<file path="config.mk">
export PLATFORM = sky130hd
export DESIGN_NAME = serial_cmd_frame_detector_flat
export DESIGN_NICKNAME = d
export VERILOG_FILES = /design/src/rtl/serial_cmd_frame_detector_if.sv /design/src/rtl/serial_cmd_frame_detector.sv /design/src/flat_wrapper.sv
export SDC_FILE = /design/constraint.sdc
export NUM_CORES = 1
export LEC_CHECK = 0
export CELL_PAD_IN_SITES_DETAIL_PLACEMENT = 0
export CELL_PAD_IN_SITES_GLOBAL_PLACEMENT = 1
export CORE_AREA = 2 2 84 94
export CTS_BUF_LIST = sky130_fd_sc_hd__clkbuf_2 sky130_fd_sc_hd__clkbuf_4 sky130_fd_sc_hd__clkbuf_8
export CTS_CLUSTER_DIAMETER = 120
export DETAILED_ROUTE_END_ITERATION = 7
export DIE_AREA = 0 0 86 96
export DONT_BUFFER_PORTS = 1
export GPL_ROUTABILITY_DRIVEN = 0
export GPL_TIMING_DRIVEN = 0
export PLACE_DENSITY = 0.56
export SLEW_MARGIN = 20
export SYNTH_ARGS = -nofsm -noshare
export SYNTH_HDL_FRONTEND = slang
export SYNTH_SLANG_ARGS = --single-unit
</file>
<file path="constraint.sdc">
create_clock -name clk -period 5.6 [get_ports clk]
set_input_delay 1.12 -clock clk [delete_from_list [all_inputs] [get_ports clk]]
set_output_delay 1.12 -clock clk [all_outputs]
set_load 0.05 [all_outputs]
</file>
<file path="src/rtl/serial_cmd_frame_detector_if.sv">
// Byte stream, fifo and decoder handshake bundle for the frame detector.
// slave = detector side, master = upstream/bench side.
interface serial_cmd_frame_detector_if;
  logic [7:0] rx_data;
  logic       rx_valid;
  logic       cmd_processed;
  logic       fifo_push;
  logic [7:0] fifo_data;
  logic       fifo_clear;
  logic       cmd_ready;
  logic       frame_error;
  logic       overrun;
  logic [7:0] frames_ok;

  modport slave (
    input  rx_data, rx_valid, cmd_processed,
    output fifo_push, fifo_data, fifo_clear,
    output cmd_ready, frame_error, overrun, frames_ok
  );

  modport master (
    output rx_data, rx_valid, cmd_processed,
    input  fifo_push, fifo_data, fifo_clear,
    input  cmd_ready, frame_error, overrun, frames_ok
  );
endinterface

</file>
<file path="src/rtl/serial_cmd_frame_detector.sv">
// Frame tracker FF FF 00 LEN payload EE EE feeding the command fifo.
// Optional inter-byte timeout: SERIAL_FRAME_TIMEOUT_EN.
module serial_cmd_frame_detector #(
  parameter int unsigned MAX_PAYLOAD_BYTES = 8,
  parameter int unsigned CMD_READY_CYCLES  = 10,
  parameter int unsigned TIMEOUT_CYCLES    = 50000
) (
  input  logic clk,
  input  logic rst,
  serial_cmd_frame_detector_if.slave bus
);

  typedef enum logic [3:0] {
    S_SOF0, S_SOF1, S_SPACE, S_LEN, S_PAYLOAD,
    S_EOF0, S_EOF1, S_READY, S_WAIT_DONE
  } state_t;

  localparam logic [7:0] LP_MAX = 8'(MAX_PAYLOAD_BYTES);
  localparam int unsigned RW = $clog2(CMD_READY_CYCLES + 1);
  localparam logic [RW-1:0] LP_RDY = RW'(CMD_READY_CYCLES);

  state_t        r_state;
  logic [7:0]    r_len;
  logic [7:0]    r_cnt;
  logic [7:0]    r_data;
  logic [7:0]    r_frames;
  logic          r_push;
  logic          r_clear;
  logic          r_err;
  logic          r_ovr;
  logic          r_rdy;
  logic          r_cp_d;
  logic [RW-1:0] r_rdy_cnt;

  logic   w_ok;
  state_t w_next;
  logic   w_cp_rise;

`ifdef SERIAL_FRAME_TIMEOUT_EN
  localparam int unsigned TW = $clog2(TIMEOUT_CYCLES + 1);
  localparam logic [TW-1:0] LP_TO = TW'(TIMEOUT_CYCLES - 1);
  logic [TW-1:0] r_idle;
  logic          w_active;
  assign w_active = (r_state inside {S_SOF1, S_SPACE, S_LEN,
                                     S_PAYLOAD, S_EOF0, S_EOF1});
`endif

  assign w_cp_rise = bus.cmd_processed & ~r_cp_d;

  always_comb begin
    w_ok   = 1'b0;
    w_next = S_SOF0;
    unique case (r_state)
      S_SOF0: begin
        w_ok   = (bus.rx_data == 8'hFF);
        w_next = S_SOF1;
      end
      S_SOF1: begin
        w_ok   = (bus.rx_data == 8'hFF);
        w_next = S_SPACE;
      end
      S_SPACE: begin
        w_ok   = (bus.rx_data == 8'h00);
        w_next = S_LEN;
      end
      S_LEN: begin
        w_ok   = (bus.rx_data <= LP_MAX);
        w_next = (bus.rx_data == 8'h00) ? S_EOF0 : S_PAYLOAD;
      end
      S_PAYLOAD: begin
        w_ok   = 1'b1;
        w_next = ((r_cnt + 8'd1) == r_len) ? S_EOF0 : S_PAYLOAD;
      end
      S_EOF0: begin
        w_ok   = (bus.rx_data == 8'hEE);
        w_next = S_EOF1;
      end
      S_EOF1: begin
        w_ok   = (bus.rx_data == 8'hEE);
        w_next = S_READY;
      end
      default: begin
        w_ok   = 1'b0;
        w_next = r_state;
      end
    endcase
  end

  always_ff @(posedge clk or negedge rst) begin
    if (!rst) begin
      r_state   <= S_SOF0;
      r_len     <= '0;
      r_cnt     <= '0;
      r_data    <= '0;
      r_frames  <= '0;
      r_push    <= 1'b0;
      r_clear   <= 1'b0;
      r_err     <= 1'b0;
      r_ovr     <= 1'b0;
      r_rdy     <= 1'b0;
      r_cp_d    <= 1'b0;
      r_rdy_cnt <= '0;
`ifdef SERIAL_FRAME_TIMEOUT_EN
      r_idle    <= '0;
`endif
    end else begin
      r_push  <= 1'b0;
      r_clear <= 1'b0;
      r_err   <= 1'b0;
      r_ovr   <= 1'b0;
      r_cp_d  <= bus.cmd_processed;
      unique case (r_state)
        S_READY: begin
          r_ovr <= bus.rx_valid;
          if (r_rdy_cnt == LP_RDY) begin
            r_rdy   <= 1'b0;
            r_state <= S_WAIT_DONE;
          end else begin
            r_rdy     <= 1'b1;
            r_rdy_cnt <= r_rdy_cnt + RW'(1);
          end
        end
        S_WAIT_DONE: begin
          r_ovr <= bus.rx_valid;
          if (w_cp_rise) r_state <= S_SOF0;
        end
        default: begin
          if (bus.rx_valid && w_ok) begin
            r_push  <= 1'b1;
            r_data  <= bus.rx_data;
            r_state <= w_next;
            if (r_state == S_LEN) begin
              r_len <= bus.rx_data;
              r_cnt <= '0;
            end
            if (r_state == S_PAYLOAD) r_cnt <= r_cnt + 8'd1;
            if (r_state == S_EOF1) begin
              r_frames  <= r_frames + 8'd1;
              r_rdy_cnt <= '0;
            end
          end else if (bus.rx_valid) begin
            // SOF0 holds nothing in the fifo, so no purge there
            r_state <= S_SOF0;
            if (r_state != S_SOF0) begin
              r_clear <= 1'b1;
              r_err   <= 1'b1;
            end
          end
        end
      endcase
`ifdef SERIAL_FRAME_TIMEOUT_EN
      if (bus.rx_valid) begin
        r_idle <= TW'(1);
      end else if (!w_active) begin
        r_idle <= '0;
      end else if (r_idle >= LP_TO) begin
        r_idle  <= '0;
        r_state <= S_SOF0;
        r_clear <= 1'b1;
        r_err   <= 1'b1;
      end else begin
        r_idle <= r_idle + TW'(1);
      end
`endif
    end
  end

  assign bus.fifo_push   = r_push;
  assign bus.fifo_data   = r_data;
  assign bus.fifo_clear  = r_clear;
  assign bus.cmd_ready   = r_rdy;
  assign bus.frame_error = r_err;
  assign bus.overrun     = r_ovr;
  assign bus.frames_ok   = r_frames;

endmodule

</file>
<file path="src/flat_wrapper.sv">
// flat-port wrapper written by rule: the top's interface ports become plain ports
module serial_cmd_frame_detector_flat 
#(
  parameter int unsigned MAX_PAYLOAD_BYTES = 8,
  parameter int unsigned CMD_READY_CYCLES  = 10,
  parameter int unsigned TIMEOUT_CYCLES    = 50000
)
  (clk, rst, bus_rx_data, bus_rx_valid, bus_cmd_processed, bus_fifo_push, bus_fifo_data, bus_fifo_clear, bus_cmd_ready, bus_frame_error, bus_overrun, bus_frames_ok);
  serial_cmd_frame_detector_if bus_i ();
  input  logic clk;
  input  logic rst;
  input wire logic [$bits(bus_i.rx_data)-1:0] bus_rx_data;
  input wire logic [$bits(bus_i.rx_valid)-1:0] bus_rx_valid;
  input wire logic [$bits(bus_i.cmd_processed)-1:0] bus_cmd_processed;
  output wire logic [$bits(bus_i.fifo_push)-1:0] bus_fifo_push;
  output wire logic [$bits(bus_i.fifo_data)-1:0] bus_fifo_data;
  output wire logic [$bits(bus_i.fifo_clear)-1:0] bus_fifo_clear;
  output wire logic [$bits(bus_i.cmd_ready)-1:0] bus_cmd_ready;
  output wire logic [$bits(bus_i.frame_error)-1:0] bus_frame_error;
  output wire logic [$bits(bus_i.overrun)-1:0] bus_overrun;
  output wire logic [$bits(bus_i.frames_ok)-1:0] bus_frames_ok;
  assign bus_i.rx_data = bus_rx_data;
  assign bus_i.rx_valid = bus_rx_valid;
  assign bus_i.cmd_processed = bus_cmd_processed;
  assign bus_fifo_push = bus_i.fifo_push;
  assign bus_fifo_data = bus_i.fifo_data;
  assign bus_fifo_clear = bus_i.fifo_clear;
  assign bus_cmd_ready = bus_i.cmd_ready;
  assign bus_frame_error = bus_i.frame_error;
  assign bus_overrun = bus_i.overrun;
  assign bus_frames_ok = bus_i.frames_ok;
  serial_cmd_frame_detector #(.MAX_PAYLOAD_BYTES(MAX_PAYLOAD_BYTES), .CMD_READY_CYCLES(CMD_READY_CYCLES), .TIMEOUT_CYCLES(TIMEOUT_CYCLES)) u_core (.clk(clk), .rst(rst), .bus(bus_i));
endmodule
</file>
# After elaboration in Yosys (flattened, before gate mapping)
# Index checks and enable logic that the tools add are counted.
[classes]
addsub = 3
magnitude_cmp = 1
n_eq_ne = 16
n_mux = 23
bitwise = 4
n_reduce_logical = 17
[ops]
columns = ["operator", "n"]
rows = [
  ["2-to-1 mux 4 bit", 7],
  ["one-hot mux 4 bit (7 select lines)", 1],
  ["adder 8 x 1 -> 8 bit, second input constant", 2],
  ["equality test 4 x 3 -> 1 bit, second input constant", 4],
  ["equality test 8 bit, second input constant", 2],
  ["2-to-1 mux 8 bit", 2],
  ["one-hot mux 4 bit (2 select lines)", 2],
  ["2-to-1 mux 1 bit", 10],
  ["inequality test 10 bit, second input constant", 1],
  ["AND reduction 3 bit", 3],
  ["equality test 4 x 2 -> 1 bit, second input constant", 2],
  ["equality test 4 bit, second input constant", 2],
  ["equality test 8 bit", 1],
  ["<= comparator 8 x 4 -> 1 bit, second input constant", 1],
  ["zero test 8 bit", 1],
  ["AND reduction 4 bit", 2],
  ["nonzero test 4 bit", 2],
  ["nonzero test 2 bit", 3],
  ["OR reduction 2 bit", 3],
  ["one-hot mux 1 bit (5 select lines)", 1],
  ["adder 4 x 1 -> 4 bit, second input constant", 1],
  ["equality test 4 x 1 -> 1 bit, second input constant", 1],
  ["zero test 4 bit", 1],
  ["inequality test 2 x 1 -> 1 bit, second input constant", 2],
  ["5 further kinds", 7],
]
[totals]
register_bits = 45
inputBits = 12
out_inout_bits = 21

# Longest topological paths before layout
# Gate-level depths: netlist (run 1).
[depth]
ltp_word = 6
mapped_depth = 7

# Least setup slack after synthesis (run 1)
# OpenSTA, ideal clock, no wires.
[synth_path]
path_type = "input to register"
startpoint = "in bus_rx_data[4]"
endpoint = "reg u_core.r_frames[1], in the netlist u_core.bus.frames_ok[1]"
arrival_ps = 2584
path_slack_ps = 2892
path_stages = 6
n_path_buf = 1
cell_sequence = "nor4_2 -> nand3_1 -> or2_0 -> buf_2 -> a211oi_4 -> mux2_2"
[synth_between]
elab_chain_cells = 4
[synth_lines]
columns = ["element", "line", "source"]
rows = [
  ["start, declared", "flat_wrapper.sv:12", "input wire logic [$bits(bus_i.rx_data)-1:0] bus_rx_data;"],
  ["<= comparator 8 x 4 -> 1 bit (tied with other cells)", "serial_cmd_frame_detector.sv:67", "w_ok = (bus.rx_data <= LP_MAX);"],
  ["one-hot mux 1 bit (5 select lines) (*)", "serial_cmd_frame_detector.sv:53", "unique case (r_state)"],
  ["logical AND 1 bit (*)", "serial_cmd_frame_detector.sv:128", "if (bus.rx_valid && w_ok) begin"],
  ["AND reduction 3 bit (no source line) (*)", "n/a", ""],
  ["end signal, assigned", "serial_cmd_frame_detector.sv:138", "r_frames <= r_frames + 8'd1;"],
  ["end, declared", "serial_cmd_frame_detector.sv:26", "logic [7:0] r_frames;"],
]
# Every way passes the cells marked *; elsewhere a longest branch is shown, timed or not.
# A chain may end at the register's enable or synchronous reset.

# Final worst setup path (run 1)
[layout_path]
startpoint = "in bus_rx_data[4]"
endpoint = "reg u_core.r_len[3]"
[layout_between]
elab_chain_cells = 4
[layout_lines]
columns = ["element", "line", "source"]
rows = [
  ["<= comparator 8 x 4 -> 1 bit (tied with other cells)", "serial_cmd_frame_detector.sv:67", ""],
  ["one-hot mux 1 bit (5 select lines) (*)", "serial_cmd_frame_detector.sv:53", ""],
  ["logical AND 1 bit (*)", "serial_cmd_frame_detector.sv:128", ""],
  ["AND reduction 3 bit (no source line) (*)", "n/a", ""],
  ["end signal, assigned", "serial_cmd_frame_detector.sv:133", "r_len <= bus.rx_data;"],
  ["end, declared", "serial_cmd_frame_detector.sv:23", "logic [7:0] r_len;"],
]
# Marked as above.

==> results of run 1 <==
==> per-stage QoR <==
step           setup WS, ns  util [%]  hold WS [ns]  cells
2_1_floorplan          2.89         -         0.484    235
3_3_place_gp           2.53      35.4         0.506    322
3_5_place_dp           2.54      35.4         0.515    322
4_1_cts                2.87      36.6         0.489    330
5_1_grt                2.71      36.6         0.477    330
6_report               2.88      36.6         0.493    330
==> how the worst min path moves through the flow <==
stage	endpoint	from	slack, ns	cells after the start
4_1_cts	u_core.r_len[4]	rst	0.49	0
3_5_place_dp	u_core.r_len[4]	u_core.r_len[4]	0.52	1
5_1_grt	u_core.bus.fifo_data[3]	rst	0.48	0
3_3_place_gp	u_core.r_len[5]	u_core.r_len[5]	0.51	1
2_1_floorplan	u_core.r_len[5]	u_core.r_len[5]	0.48	1
6_report	u_core.bus.fifo_data[3]	rst	0.49	0
==> worst reg2reg max path, stage by stage (launching register included) <==
cell	delay [ns]
dfrtp_1	0.41
buf_2	0.19
nor4_1	0.45
a221o_1	0.40
o211a_2	0.36
mux2_2	0.36
==> layout make-up <==
cell class | count | area share [%]
tap | 87 | 4.07
buffer | 12 | 2.29
clock inverter | 3 | 0.655
inverter | 7 | 0.983
clock buffer | 5 | 2.57
sequential | 45 | 42.1
multi-input combinational | 171 | 47.3
==> cells by family after synthesis <==
group,Yosys count,synth area share [%]
AO/OA/AOI/OAI,54,16.9
adder cells (fa/ha/maj),4,2.02
buffers and inverters,19,3.54
XOR/XNOR,20,7.07
multiplexers,14,6.36
flip-flops,45,45.5
AND/OR/NAND/NOR,79,18.7
==> state kept, by name, indices dropped and copies added, names as in the netlist <==
signal / flops
u_core.bus.frames_ok: 8
u_core.bus.cmd_ready: 1
u_core.bus.fifo_data: 8
u_core.r_rdy_cnt: 4
u_core.r_cp_d: 1
u_core.r_cnt: 8
u_core.bus.overrun: 1
u_core.r_state: 4
u_core.bus.fifo_clear: 1
u_core.r_len: 8
u_core.bus.fifo_push: 1
==> power breakdown <==
group / switching (mW) / internal, mW / total [mW] / leakage (nW)
Combinational: 0.00578 / 0.00488 / 0.0107 / 0.518
Sequential: 0.0117 / 0.328 / 0.339 / 0.604
Clock: 0.120 / 0.0865 / 0.207 / 0.0439
==> placed cells by master, fill, tap and decap left out, drive strengths merged, types with 4 or more instances in the layout <==
master	count
nor2	10
a21oi	10
nor3	5
o211ai	5
clkbuf	11
buf	6
dfrtp	45
ha	4
o21ai	13
nor2b	8
nand3	14
nand2	15
inv	6
xnor2	10
mux2	14
and3	4
xor2	10
==> routing by layer <==
| metal | global-route usage [%] | up-vias | wire, um |
|---|---|---|---|
| li1 | - | 889 | - |
| met1 | 19.1 | 851 | 2740 |
| met2 | 24.0 | 21 | 2730 |
| met3 | 2.74 | 4 | 169 |
| met4 | 3.97 | 0 | 52 |
| met5 | 0 | - | 0 |
==> out/metrics.yaml, run 1 <==
status: "completed"
synth.avg_cell_area_um2: 10.5
cap_viol_max_count: 0
arrival_ns: 2.91
critPathBufInv: 0
cts.sinks: 45
coreArea_mm2: 0.00731
ant_nets: 0
numCtsBuffers: 5
ys.flop_type: "dfrtp_1"
p_per_area_mw_per_mm2: 208
port_buffers: 0
grt_usage_pct: 14.4
min_path_type: "in -> async"
r2r_start: "u_core.r_state[1]"
design_area_mm2: 0.00267
critPathCaptureType: "register"
cts_resized: 0
overflow: 0
grt_max_degree: 46
async_flop_share_pct: 100
cp_top_family: "simple AND/OR/NAND/NOR gates"
clock_skew_ns: 0.0139
post-route-min-period_ns: 2.72
start_util_pct: 33.9
nFillCells: 721
cp-endpoint: "u_core.r_len[3]"
drive_gt1_share_pct: 15.6
leakage_nw: 1.17
chipHeight_um: 96
fin_crit_sh_pct: 48.5
num_antenna_cells: 0
tritoncts: "yes"
worst_ep_required_time_ns: 5.79
area_growth_pct: 7.88
ys_warn_count: 0
path_class: "in -> reg"
fmax_ghz: 0.368
die_w_um: 86
yosysSeqAreaShare_pct: 45.5
ff2ff_setup_slack_ns: 3.31
post_cts_buffers: 0
clkLatencyLatePin_ns: 0.31
wl_mm: 5.69
ys_ff_latch: 45
vias_per_cell: 5.35
drt_iter0_drc: 78
slowest_stage: "nor2_1"
synth.net_count: 251
cp_cell_sequence: "nor4_2, nand3_1, nor2_1, o211a_2, mux2_2"
netlist_instances: 235
drv_slew: 0
path_depth: 5
grt_first_pass_wirelength_mm: 9.25
synth_edf_count: 0
ys_types: 59
multi_input_area_mm2: 0.00126
synth_common_cells: "dfrtp_1 (45), nand2_1 (15), mux2_2 (14)"
dp_hpwl_mm: 3.98
synth_top_area_cell: "dfrtp_1"
clockRootBuffer: "clkbuf_8"
placed_area_mm2: 0.00259
grt_pass1_vias: 1831
hold_buffers: 0
ctsLongestPathBuffers: 2
power_mw: 0.557
netlist_area_mm2: 0.00248
wire_per_inst_um: 17.2
timing_hold_violations_final: 0
relSlewSlack_pct: 50.8
vias: 1765
setup_tns_ns: 0
clk_pin_slew_worst_paths_ns: 0.10
yosys.cell_count.top_type: "dfrtp_1"
crit_fanout: 8
r2r_cells: 5
post-route-drc-count: 0
dieArea_mm2: 0.00826
tightest_slew_ns: 0.738
drtPass1Iterations: 4
start_kind: "primary input"
antenna_found_initial: 0
critPathMaxStageDelay_ns: 0.46
reg2reg_to: "u_core.r_len[3]"
crit_start: "bus_rx_data[4]"
rsz0062_at_grt: "no"
synth_largest_type_area_fraction_pct: 45.5
peakVddDrop_uv: 103
yosys-top-cells-area: "dfrtp_1 (45%), mux2_2 (6.4%), xnor2_1 (3.5%)"
layout.nets: 258
setup_viol: 0
cts_max_level: 2
regArea_mm2: 0.00113
rows: 33
ios: 33
(Power assumes the default switching activity.)
==> run 2, diff against run 1 <==
- clock period: 5.6 -> 2.85 ns (I/O delays scaled with it)
==> out/metrics.yaml, run 2 (synthesized netlist as in run 1, its figures left out) <==
vias_per_cell: 5.36
relSlewSlack_pct: 51.4
final_common_cell: "dfrtp_1"
post-route-drc-count: 0
reg2reg_to: "u_core.r_len[3]"
dp_cells: 322
ff2ff_setup_slack_ns: 0.56
overflow: 0
grt_usage_pct: 14.4
fmax_ghz: 0.436
nFillCells: 720
worst_ep_required_time_ns: 3.04
setup_viol: 0
rsz0062_at_grt: "no"
layout.nets: 259
post-route-min-period_ns: 2.29
power_mw: 1.11
status: "completed"
crit_fanout: 10
dieArea_mm2: 0.00826
post_cts_buffers: 0
timing_hold_violations_final: 0
tightest_slew_ns: 0.730
grt_max_degree: 46
antenna_found_initial: 0
drive_gt1_share_pct: 16.0
whs_ns: 0.0909
start_kind: "register"
port_buffers: 0
layout_common_cells: "dfrtp_1 (45), nand2_1 (15), mux2_2 (14), nand3_1 (13), o21ai_0 (11)"
vias: 1774
r2r_cells: 5
drt_iter0_drc: 72
coreArea_mm2: 0.00731
wire_per_inst_um: 17.1
die_w_um: 86
cts.sinks: 45
clkLatencyLatePin_ns: 0.31
clk_pin_slew_worst_paths_ns: 0.10
fin_crit_sh_pct: 80.4
setup_tns_ns: 0
area_growth_pct: 8.99
path_class: "reg -> reg"
chipHeight_um: 96
r2r_start: "u_core.r_state[1]"
tritoncts: "yes"
grt_pass1_vias: 1840
grt_first_pass_wirelength_mm: 9.29
p_per_area_mw_per_mm2: 411
cap_viol_max_count: 0
grt_use_met2_pct: 24.0
wl_mm: 5.68
critPathCaptureType: "register"
use_met1_pct: 19.2
ant_nets: 0
cts_resized: 0
min_path_type: "in -> async"
drv_slew: 0
grt_use_met3_pct: 2.83
ios: 33
start_util_pct: 33.9
gr-max-usage-layer: "met2"
crit_start: "u_core.r_state[1]"
design_area_mm2: 0.00270
hold_buffers: 1
dp_hpwl_mm: 3.98
clockRootBuffer: "clkbuf_8"
arrival_ns: 2.48
peakVddDrop_uv: 202
ctsLongestPathBuffers: 2
rows: 33
clock_skew_ns: 0.0134
num_antenna_cells: 0
final_cells: 331
drtPass1Iterations: 4
numCtsBuffers: 5
placed_area_mm2: 0.00259
leakage_nw: 1.18
cts_max_level: 2
run 2: layer usage:
layer / share of wire, % / vias up / wire (um)
met5: 0 / - / 0
met4: 0.92 / 0 / 52
met3: 3.5 / 4 / 201
met2: 48 / 27 / 2710
met1: 48 / 853 / 2710
li1: - / 890 / -
run 2: through the flow:
step	util, %	worst slack, ns
after floorplan	-	0.692
after CTS	36.9	0.551
after detailed placement	35.4	0.337
final	36.9	0.559
after global routing	36.9	0.417
after global placement	35.4	0.327
run 2: worst max path at each step:
stage / slack, ns / end / cells past startpoint
global route: 0.42 / u_core.r_state[0] / 7
global placement: 0.33 / u_core.r_len[0] / 5
detailed placement: 0.34 / u_core.r_len[3] / 5
floorplan: 0.69 / u_core.bus.frames_ok[1] / 6
CTS: 0.55 / u_core.r_len[3] / 5
finish: 0.56 / u_core.r_len[3] / 5
run 2: area by class of cell:
cell class                 instances  area, um^2  area share (%)
buffer                            12        61.3            2.27
clock buffer                       5        68.8            2.55
clock inverter                     3        17.5           0.649
inverter                           7        26.3           0.973
multi-input combinational        171        1260            46.8
sequential                        45        1130            41.7
tap                               87         109            4.03
timing repair buffer               1        27.5            1.02
run 2: power breakdown:
part / leakage, nW / total (mW) / switching (mW) / internal [mW]
logic: 0.531 / 0.0376 / 0.0239 / 0.0137
registers: 0.604 / 0.667 / 0.0229 / 0.644
clock network: 0.0439 / 0.406 / 0.236 / 0.170
total: 1.18 / 1.11 / 0.283 / 0.827
run 2: critical path, stage by stage (launching register included):
cell and delay [ns]:
dfrtp_1 0.41, buf_2 0.19, nor4_1 0.45, a221o_1 0.40, o211a_2 0.35, mux2_2 0.36
